--- config.mk ---
export PLATFORM = sky130hd
export DESIGN_NAME = cmd_executor
export DESIGN_NICKNAME = d
export VERILOG_FILES = /design/src/rtl/cmd_executor.sv
export SDC_FILE = /design/constraint.sdc
export NUM_CORES = 1
export LEC_CHECK = 0
export CAP_MARGIN = 25
export CORE_MARGIN = 3
export CORE_UTILIZATION = 61
export CTS_BUF_LIST = sky130_fd_sc_hd__clkbuf_4 sky130_fd_sc_hd__clkbuf_8
export DETAILED_ROUTE_END_ITERATION = 12
export GPL_TIMING_DRIVEN = 1
export PLACE_DENSITY_LB_ADDON = 0.05
export SLEW_MARGIN = 20
export SYNTH_ARGS = -nofsm -noshare
export SYNTH_HDL_FRONTEND = slang
export SYNTH_SLANG_ARGS = --single-unit
--- constraint.sdc ---
create_clock -name I_clk -period 3.3 [get_ports I_clk]
set_clock_uncertainty 0.2 [all_clocks]
set_input_delay 0.825 -clock I_clk [delete_from_list [all_inputs] [get_ports I_clk]]
set_output_delay 0.825 -clock I_clk [all_outputs]
set_load 0.02 [all_outputs]
--- src/rtl/cmd_executor.sv ---
// cmd_executor: fetches 3-bit commands from the upstream command queue one at
// a time, decodes them into sampling-control outputs and, for multi-cycle
// commands, waits for the matching completion pulse (bounded by a timeout)
// before asking the queue for the next command.
module cmd_executor #(
    parameter int                RATE_W         = 4,
    parameter logic [RATE_W-1:0] RATE_INIT      = '0,
    parameter int                TIMEOUT_CYCLES = 1024,
    parameter int                RESP_WAIT      = 2
) (
    input  logic              I_clk,
    input  logic              I_rst_n,
    input  logic              I_enable,
    input  logic              I_cmd_valid,
    input  logic [2:0]        I_cmd_data,
    input  logic              I_done,
    input  logic              I_tx_done,
    output logic              O_exec_req,
    output logic              O_sample_en,
    output logic              O_trig,
    output logic [RATE_W-1:0] O_rate,
    output logic              O_cnt_clr,
    output logic              O_status_req,
    output logic              O_busy,
    output logic              O_timeout
);

    localparam int TO_W = $clog2(TIMEOUT_CYCLES + 1);
    localparam int RW_W = $clog2(RESP_WAIT + 1);
    localparam logic [TO_W-1:0]   TO_LAST   = TO_W'(TIMEOUT_CYCLES - 1);
    localparam logic [RW_W-1:0]   RW_LAST   = RW_W'(RESP_WAIT - 1);
    localparam logic [RATE_W-1:0] RATE_MAX  = {RATE_W{1'b1}};

    typedef enum logic [1:0] {S_REQ, S_WAIT_CMD, S_EXEC, S_WAIT_DONE} state_t;

    typedef enum logic [2:0] {
        OP_NOP     = 3'd0,
        OP_START   = 3'd1,
        OP_STOP    = 3'd2,
        OP_SHOT    = 3'd3,
        OP_RATE_UP = 3'd4,
        OP_RATE_DN = 3'd5,
        OP_CLR     = 3'd6,
        OP_STATUS  = 3'd7
    } op_t;

    state_t              state_q,      state_d;
    op_t                 cmd_q,        cmd_d;
    logic [RW_W-1:0]     wait_cnt_q,   wait_cnt_d;
    logic [TO_W-1:0]     to_cnt_q,     to_cnt_d;
    logic                wait_tx_q,    wait_tx_d;    // 1: waiting on I_tx_done, 0: on I_done
    logic                exec_req_q,   exec_req_d;
    logic                sample_en_q,  sample_en_d;
    logic                trig_q,       trig_d;
    logic [RATE_W-1:0]   rate_q,       rate_d;
    logic                cnt_clr_q,    cnt_clr_d;
    logic                status_req_q, status_req_d;
    logic                busy_q,       busy_d;
    logic                timeout_q,    timeout_d;
    logic                done_sel;

    // Only the completion source chosen by the running command is honoured.
    assign done_sel = wait_tx_q ? I_tx_done : I_done;

    // Next-state and registered-output computation for the fetch/execute FSM.
    always_comb begin
        state_d      = state_q;
        cmd_d        = cmd_q;
        wait_cnt_d   = wait_cnt_q;
        to_cnt_d     = to_cnt_q;
        wait_tx_d    = wait_tx_q;
        exec_req_d   = 1'b0;
        trig_d       = 1'b0;
        cnt_clr_d    = 1'b0;
        status_req_d = 1'b0;
        sample_en_d  = sample_en_q;
        rate_d       = rate_q;
        timeout_d    = timeout_q;

        case (state_q)
            S_REQ: begin
                if (I_enable) begin
                    exec_req_d = 1'b1;
                    wait_cnt_d = '0;
                    state_d    = S_WAIT_CMD;
                end
            end
            S_WAIT_CMD: begin
                // A request already issued is honoured even if I_enable drops.
                if (I_cmd_valid) begin
                    cmd_d     = op_t'(I_cmd_data);
                    timeout_d = 1'b0;
                    state_d   = S_EXEC;
                end else if (wait_cnt_q == RW_LAST) begin
                    state_d = S_REQ;
                end else begin
                    wait_cnt_d = wait_cnt_q + 1'b1;
                end
            end
            S_EXEC: begin
                state_d  = S_REQ;
                to_cnt_d = '0;
                case (cmd_q)
                    OP_START:   sample_en_d = 1'b1;
                    OP_STOP:    sample_en_d = 1'b0;
                    OP_SHOT: begin
                        trig_d    = 1'b1;
                        wait_tx_d = 1'b0;
                        state_d   = S_WAIT_DONE;
                    end
                    OP_RATE_UP: if (rate_q != RATE_MAX) rate_d = rate_q + 1'b1;
                    OP_RATE_DN: if (rate_q != '0)       rate_d = rate_q - 1'b1;
                    OP_CLR:     cnt_clr_d = 1'b1;
                    OP_STATUS: begin
                        status_req_d = 1'b1;
                        wait_tx_d    = 1'b1;
                        state_d      = S_WAIT_DONE;
                    end
                    default: ;
                endcase
            end
            S_WAIT_DONE: begin
                // Done in the expiring cycle wins over the timeout.
                if (done_sel) begin
                    state_d = S_REQ;
                end else if (to_cnt_q == TO_LAST) begin
                    timeout_d = 1'b1;
                    state_d   = S_REQ;
                end else begin
                    to_cnt_d = to_cnt_q + 1'b1;
                end
            end
            default: state_d = S_REQ;
        endcase

        busy_d = (state_d == S_EXEC) || (state_d == S_WAIT_DONE);
    end

    // State and output registers with asynchronous active-low reset.
    always_ff @(posedge I_clk or negedge I_rst_n) begin
        if (!I_rst_n) begin
            state_q      <= S_REQ;
            cmd_q        <= OP_NOP;
            wait_cnt_q   <= '0;
            to_cnt_q     <= '0;
            wait_tx_q    <= 1'b0;
            exec_req_q   <= 1'b0;
            sample_en_q  <= 1'b0;
            trig_q       <= 1'b0;
            rate_q       <= RATE_INIT;
            cnt_clr_q    <= 1'b0;
            status_req_q <= 1'b0;
            busy_q       <= 1'b0;
            timeout_q    <= 1'b0;
        end else begin
            state_q      <= state_d;
            cmd_q        <= cmd_d;
            wait_cnt_q   <= wait_cnt_d;
            to_cnt_q     <= to_cnt_d;
            wait_tx_q    <= wait_tx_d;
            exec_req_q   <= exec_req_d;
            sample_en_q  <= sample_en_d;
            trig_q       <= trig_d;
            rate_q       <= rate_d;
            cnt_clr_q    <= cnt_clr_d;
            status_req_q <= status_req_d;
            busy_q       <= busy_d;
            timeout_q    <= timeout_d;
        end
    end

    assign O_exec_req   = exec_req_q;
    assign O_sample_en  = sample_en_q;
    assign O_trig       = trig_q;
    assign O_rate       = rate_q;
    assign O_cnt_clr    = cnt_clr_q;
    assign O_status_req = status_req_q;
    assign O_busy       = busy_q;
    assign O_timeout    = timeout_q;

endmodule
==> results of run 1 <==
[area by class of cell]
type	count	area [µm²]
multi-input combinational	110	760.7
sequential	29	725.7
tap	28	35.03
clock inverter	3	65.06
clock buffer	5	37.54
inverter	7	26.28
timing repair buffer	21	205.2
fill	141	441.7
[worst min-delay path, cell delays in order, from the launching register on]
cell,delay (ns)
dfrtp_1,0.37
nand2_1,0.05
o21ai_0,0.08
[metal layers]
layer / part of all wire / up-vias
met2: 0.49 / 65
met5: 0 / -
met1: 0.41 / 623
li1: - / 612
met3: 0.076 / 18
met4: 0.029 / 0
[power breakdown]
part	switching [W]	internal [W]
registers	0.000156	0.000446
logic	0.000273	0.000254
clock network	0.000136	0.000234
[cells by family after synthesis]
| family | after synthesis | synth area share |
|---|---|---|
| compound gates | 39 | 0.1809 |
| xor+xnor | 2 | 0.01141 |
| fa+ha+maj | 5 | 0.04564 |
| buf+inv | 12 | 0.03179 |
| flops | 29 | 0.4727 |
| mux | 6 | 0.04482 |
| simple gates | 58 | 0.2127 |
[state kept, by name (all words and copies together) (netlist names), 2 cells and up]
register and flops:
cmd_q 3, O_rate 4, to_cnt_q 11, wait_cnt_q 2
[metrics by stage]
stage | instances | power (W) | instance area, µm² | utilization | worst slack [ns]
2_1_floorplan | 151 | 0.0009361 | 1535 | - | 1.156
3_3_place_gp | 195 | 0.001090 | 1753 | 0.7631 | 0.6116
3_5_place_dp | 195 | 0.001125 | 1753 | 0.7631 | 0.5251
4_1_cts | 203 | 0.001497 | 1856 | 0.8077 | 0.6754
5_1_grt | 203 | 0.001594 | 1856 | 0.8077 | 0.6065
6_report | 203 | 0.001500 | 1856 | 0.8077 | 0.6541
[synth_stat cells (all sizes together) (2+ instances only)]
master	instances	area, µm²
a21oi	9	45.04
a22o	3	26.28
a31oi	2	12.51
and2	2	12.51
and3	3	18.77
and4	2	20.02
buf	3	15.01
clkbuf	2	7.510
dfrtp	29	725.7
ha	4	50.05
inv	7	26.28
mux2	4	48.79
mux2i	2	20.02
nand2	15	56.30
nand2b	2	12.51
nand3	8	40.04
nor2	4	17.52
nor2b	4	25.02
nor3	5	25.02
nor4	2	12.51
o211ai	3	36.28
o21ai	7	35.03
o31ai	5	37.54
or4	5	37.54
[final timing paths]
path,to,slack [ns],depth (start not counted)
worst max-delay path,O_busy,0.65,1
worst min-delay path,O_timeout,0.34,2
worst max register to register,to_cnt_q[8],1.11,5
worst min register to register,O_timeout,0.34,2
max in group asynchronous,O_sample_en,1.98,2
min in group asynchronous,O_busy,0.66,2
==> metrics.md, run 1 <==
| Metric | Value |
|---|---|
| Min-delay src | O_timeout |
| Yosys warnings | 0 |
| CTS root buffer | clkbuf_4 |
| Worst-path fanout max | 13 |
| Hold WS | 0.3402 ns |
| Sequential element share of the synthesized area | 0.4727 |
| Slew Limit Fails | 0 |
| Die Footprint | 3155 µm² |
| Max-Cap Viols | 0 |
| Vias per cell | 6.493 |
| Initial DRC count | 81 |
| LEAKAGE | 0.7943 nW |
| Slew @ Worst Pin | 0.5576 ns |
| R2r startpoint | to_cnt_q[1] |
| Layout cells sized above 1 | 0.1086 |
| Via count | 1318 |
| Vias in the first global route | 1362 |
| Worst rel slew slack | 0.6254 |
| Worst-Skew Late Latency | 0.34 ns |
| Period utilization | 0.8018 |
| Initial antenna violation count | 0 |
| Aggregate global-route resource usage | 0.2533 |
| Clock sinks | 29 |
| Postcts setup bufs | 0 |
| Worst Path Buf+Inv | 1 |
| Die Ht | 56.17 µm |
| Chain of cells forming the critical path | clkdlybuf4s50_1 |
| Most common cell after layout, fill and taps aside | dfrtp_1 |
| Netlist cell types | 47 |
| Max VDD drop | 0.7002 mV |
| DP Wirelength | 2398 µm |
| Status | complete, no violations |
| Worst setup startpoint | O_busy |
| Fmax | 0.3779 GHz |
| GRT met1 Usage | 0.3009 |
| Largest net degree at the start of global routing | 30 |
| CP required | 2.27 ns |
| I/O Buffers | 19 |
| Grt ovf | 0 |
| RSZ-0062 raised after global routing | false |
| Htree depth | 2 |
| Core region area | 2297 µm² |
| CTS Buf Count | 5 |
| Area delta synth->final | 20.86% |
| Diodes inserted | 0 |
| Cts hold-fix bufs | 0 |
| # IOs | 20 |
| GR Util met3 | 0.07889 |
| Drc violations | 0 |
| Pwr/cell area | 808.4 nW/µm² |
| Synthesis-stage register bit count | 29 |
| Max clock buf depth | 2 |
| CTS resizes | 0 |
| Setup-failing EPs final | 0 |
| DRT Pass-1 Iters | 4 |
| Most frequent cells in the layout | dfrtp_1 (29), clkdlybuf4s50_1 (19), nand2_1 (15) |
| Slowest Stage Delay on Critical Path | 0.68 ns |
| Critical path's top delay family | buffers and inverters |
| GR peak layer | met2 |
| Crit path kind | reg -> out |
| Clk slew on worst S/H paths | 0.10 ns |
| # rows | 17 |
| Worst hold path type | reg -> reg |
| CTS tree | built |
| CP arrival | 1.62 ns |
| Post-synth EDFFs | 0 |
| Top FF cell, synth | dfrtp_1 |
| Final net count | 188 |
| Min Tclk post-route | 2.646 ns |
| GP Congestion | 0.8589 |
| Die width | 56.17 µm |
| Effective utilization at floorplan | 0.6683 |
| Routed wire length | 3537 µm |
| First-pass GRT wire length | 6196 µm |
| Post-synthesis async set-or-reset flop share | 1.000 |
| Element type at the critical path end | output port |
| Met2 GRT Util | 0.4240 |
| Hold Fails Final Rpt | 0 |
| Avg Cell Area, Syn | 10.17 µm² |
| WL/cell | 17.42 µm |
| Slowest library cell on the worst path | clkdlybuf4s50_1 |
| Post-DRT Antenna Nets | 0 |
| Gate Count Post-Synth | 151 |
| Mapped cell area | 1535 µm² |
| Setup_tns | 0 ns |
| CP Launch Type | register |
| Syn_nets | 165 |
(Power assumes the default switching activity.)
==> run 2: changes to the inputs <==
CORE_UTILIZATION = 51   (was 61)
clock period = 2.36 ns   (was 3.3 ns; I/O delays follow)
==> run 2 against run 1 <==
Against the previous run: global-route usage shrank 4.2 points; sequential share of layout area shrank 0.26 points; worst setup slack lost 0.55 ns; critical path type unchanged; critical endpoint is now O_rate[2]; highest routed layer unchanged.
==> metrics.md, run 2 (synthesized netlist as in run 1, its figures left out) <==
| Metric | Value |
|---|---|
| Switching power | 0.0007578 W (+34%) |
| First-pass GRT wire length | 5740 µm (-7.4%) |
| CTS root buffer | clkbuf_4 |
| Final Core Density | 0.6659 (-0.1418) |
| Largest net degree at the start of global routing | 30 (unchanged) |
| Most frequent cells in the layout | dfrtp_1 (29), clkdlybuf4s50_1 (19), nand2_1 (15) |
| Hold WS | 0.3118 ns (-0.02845 ns) |
| CP required | 1.57 ns (-0.70 ns) |
| Cts hold-fix bufs | 0 (unchanged) |
| # placed instances | 205 (+5.1%) |
| Multi-input gate area | 760.7 µm² (unchanged) |
| # IOs | 20 (unchanged) |
| RSZ-0062 raised after global routing | false |
| Non-filler instance count after layout | 212 (+4.4%) |
| Slew Limit Fails | 0 (unchanged) |
| Switch share | 0.3908 (+0.01395) |
| Htree depth | 2 (unchanged) |
| Internal | 0.001182 W (+26%) |
| Logic pwr share | 0.440 (+0.089) |
| LEAKAGE | 0.8068 nW (+1.6%) |
| CTS resizes | 0 (unchanged) |
| Seq. cell area | 725.7 µm² (unchanged) |
| I/O Buffers | 19 (unchanged) |
| Worst-Skew Late Latency | 0.33 ns (about the same) |
| Postcts setup bufs | 0 (unchanged) |
| Max VDD drop | 0.6048 mV (-14%) |
| Grt ovf | 0 (unchanged) |
| DRT Pass-1 Iters | 4 (unchanged) |
| Number of flip-flops in the largest register | 11 (unchanged) |
| Worst-path fanout max | 5 (-8) |
| WL/cell | 15.17 µm (-13%) |
| Setup-failing EPs final | 0 (unchanged) |
| Critical path's top delay family | buffers and inverters |
| GP Congestion | 0.8151 (-5.1%) |
| Layout cells sized above 1 | 0.1381 (+0.02955) |
| Worst rel slew slack | 0.6426 (+0.01719) |
| Aggregate global-route resource usage | 0.2109 (-0.04244) |
| CTS tree | built |
| Most common cell after layout, fill and taps aside | dfrtp_1 |
| Vias in the first global route | 1304 (-4.3%) |
| Final net count | 195 (+3.7%) |
| CTS Buf Count | 5 (unchanged) |
| Element type at the critical path end | output port |
| Crit path kind | reg -> out |
| # fillers | 244 (+73%) |
| Chain of cells forming the critical path | clkdlybuf4s50_1 |
| Die Footprint | 3705 µm² (+17%) |
| Worst hold path type | reg -> reg |
| Hold Fails Final Rpt | 0 (unchanged) |
| Slowest library cell on the worst path | clkdlybuf4s50_1 |
| Clk slew on worst S/H paths | 0.09 ns (about the same) |
| Max-Cap Viols | 0 (unchanged) |
| Clock sinks | 29 (unchanged) |
| Clock power frac | 0.165 (-0.082) |
| Fmax | 0.4433 GHz |
| Post-DRT Antenna Nets | 0 (unchanged) |
| DP Wirelength | 2363 µm (-1.5%) |
| Via count | 1289 (-2.2%) |
| CP arrival | 1.47 ns (-0.15 ns) |
| Drc violations | 0 (unchanged) |
| CP Launch Type | register |
| Pwr/cell area | 1038 nW/µm² (+28%) |
| Diodes inserted | 0 (unchanged) |
| Die width | 60.87 µm (+8.4%) |
| Effective utilization at floorplan | 0.5473 (-0.1210) |
| Sequential power share | 0.395 (-0.007) |
| Status | complete, no violations |
| Vias per cell | 6.080 (-6.4%) |
| Die Ht | 60.87 µm (+8.4%) |
| Routed wire length | 3217 µm (-9.0%) |
| Slowest Stage Delay on Critical Path | 0.66 ns (-0.02 ns) |
| Area delta synth->final | 21.68% |
| Setup_tns | 0 ns (unchanged) |
| Max clock buf depth | 2 (unchanged) |
| Register with the most flip-flops | to_cnt_q |
| # rows | 19 (+2) |
| Slew @ Worst Pin | 0.5312 ns (-0.02640 ns) |
| Min Tclk post-route | 2.256 ns |
| Core region area | 2805 µm² (+22%) |
| Initial antenna violation count | 0 (unchanged) |
| Worst Path Buf+Inv | 1 (unchanged) |
| Initial DRC count | 72 (-11%) |
| Period utilization | 0.9559 |
## run 2: worst paths after layout
path	startpoint	depth (start not counted)	slack, ns	endpoint
max reg2reg	to_cnt_q[0]	5	0.24	to_cnt_q[3]
max in group asynchronous	I_rst_n	2	1.25	cmd_q[2]
min	wait_tx_q	1	0.31	wait_tx_q
min in group asynchronous	I_rst_n	2	0.43	wait_cnt_q[0]
max	O_rate[2]	1	0.10	O_rate[2]
min reg2reg	wait_tx_q	1	0.31	wait_tx_q
## run 2: power groups by stage
stage          sequential [W]  combinational [W]  clock [W]
6_report             0.000766           0.000853   0.000320
3_3_place_gp         0.000766           0.000825          0
3_5_place_dp         0.000771           0.000850          0
5_1_grt              0.000793           0.000965   0.000355
2_1_floorplan        0.000815           0.000495          0
4_1_cts              0.000763           0.000857   0.000328
## run 2: routing by layer
layer	share of wire	routed length, µm	track usage	vias to the layer above
met4	0.016	50	0.07430	0
met2	0.48	1549	0.3313	27
li1	-	-	-	622
met5	0	0	0	-
met1	0.46	1487	0.2750	632
met3	0.040	130	0.06596	8
## run 2: final cells by class
type,instances,area share
clock buffers,7,0.03148
inverters,7,0.01407
multi-input cells,110,0.4072
flip-flops and latches,29,0.3885
well taps,31,0.02076
repair buffers,28,0.1380
## run 2: per-stage QoR
stage	power, W	area, µm²	worst slack (ns)
global placement	0.001590	1809	-0.03721
floorplan	0.001309	1535	0.3683
finish	0.001939	1868	0.1040
CTS	0.001948	1868	0.08752
global route	0.002113	1868	0.02518
detailed placement	0.001621	1809	-0.07232
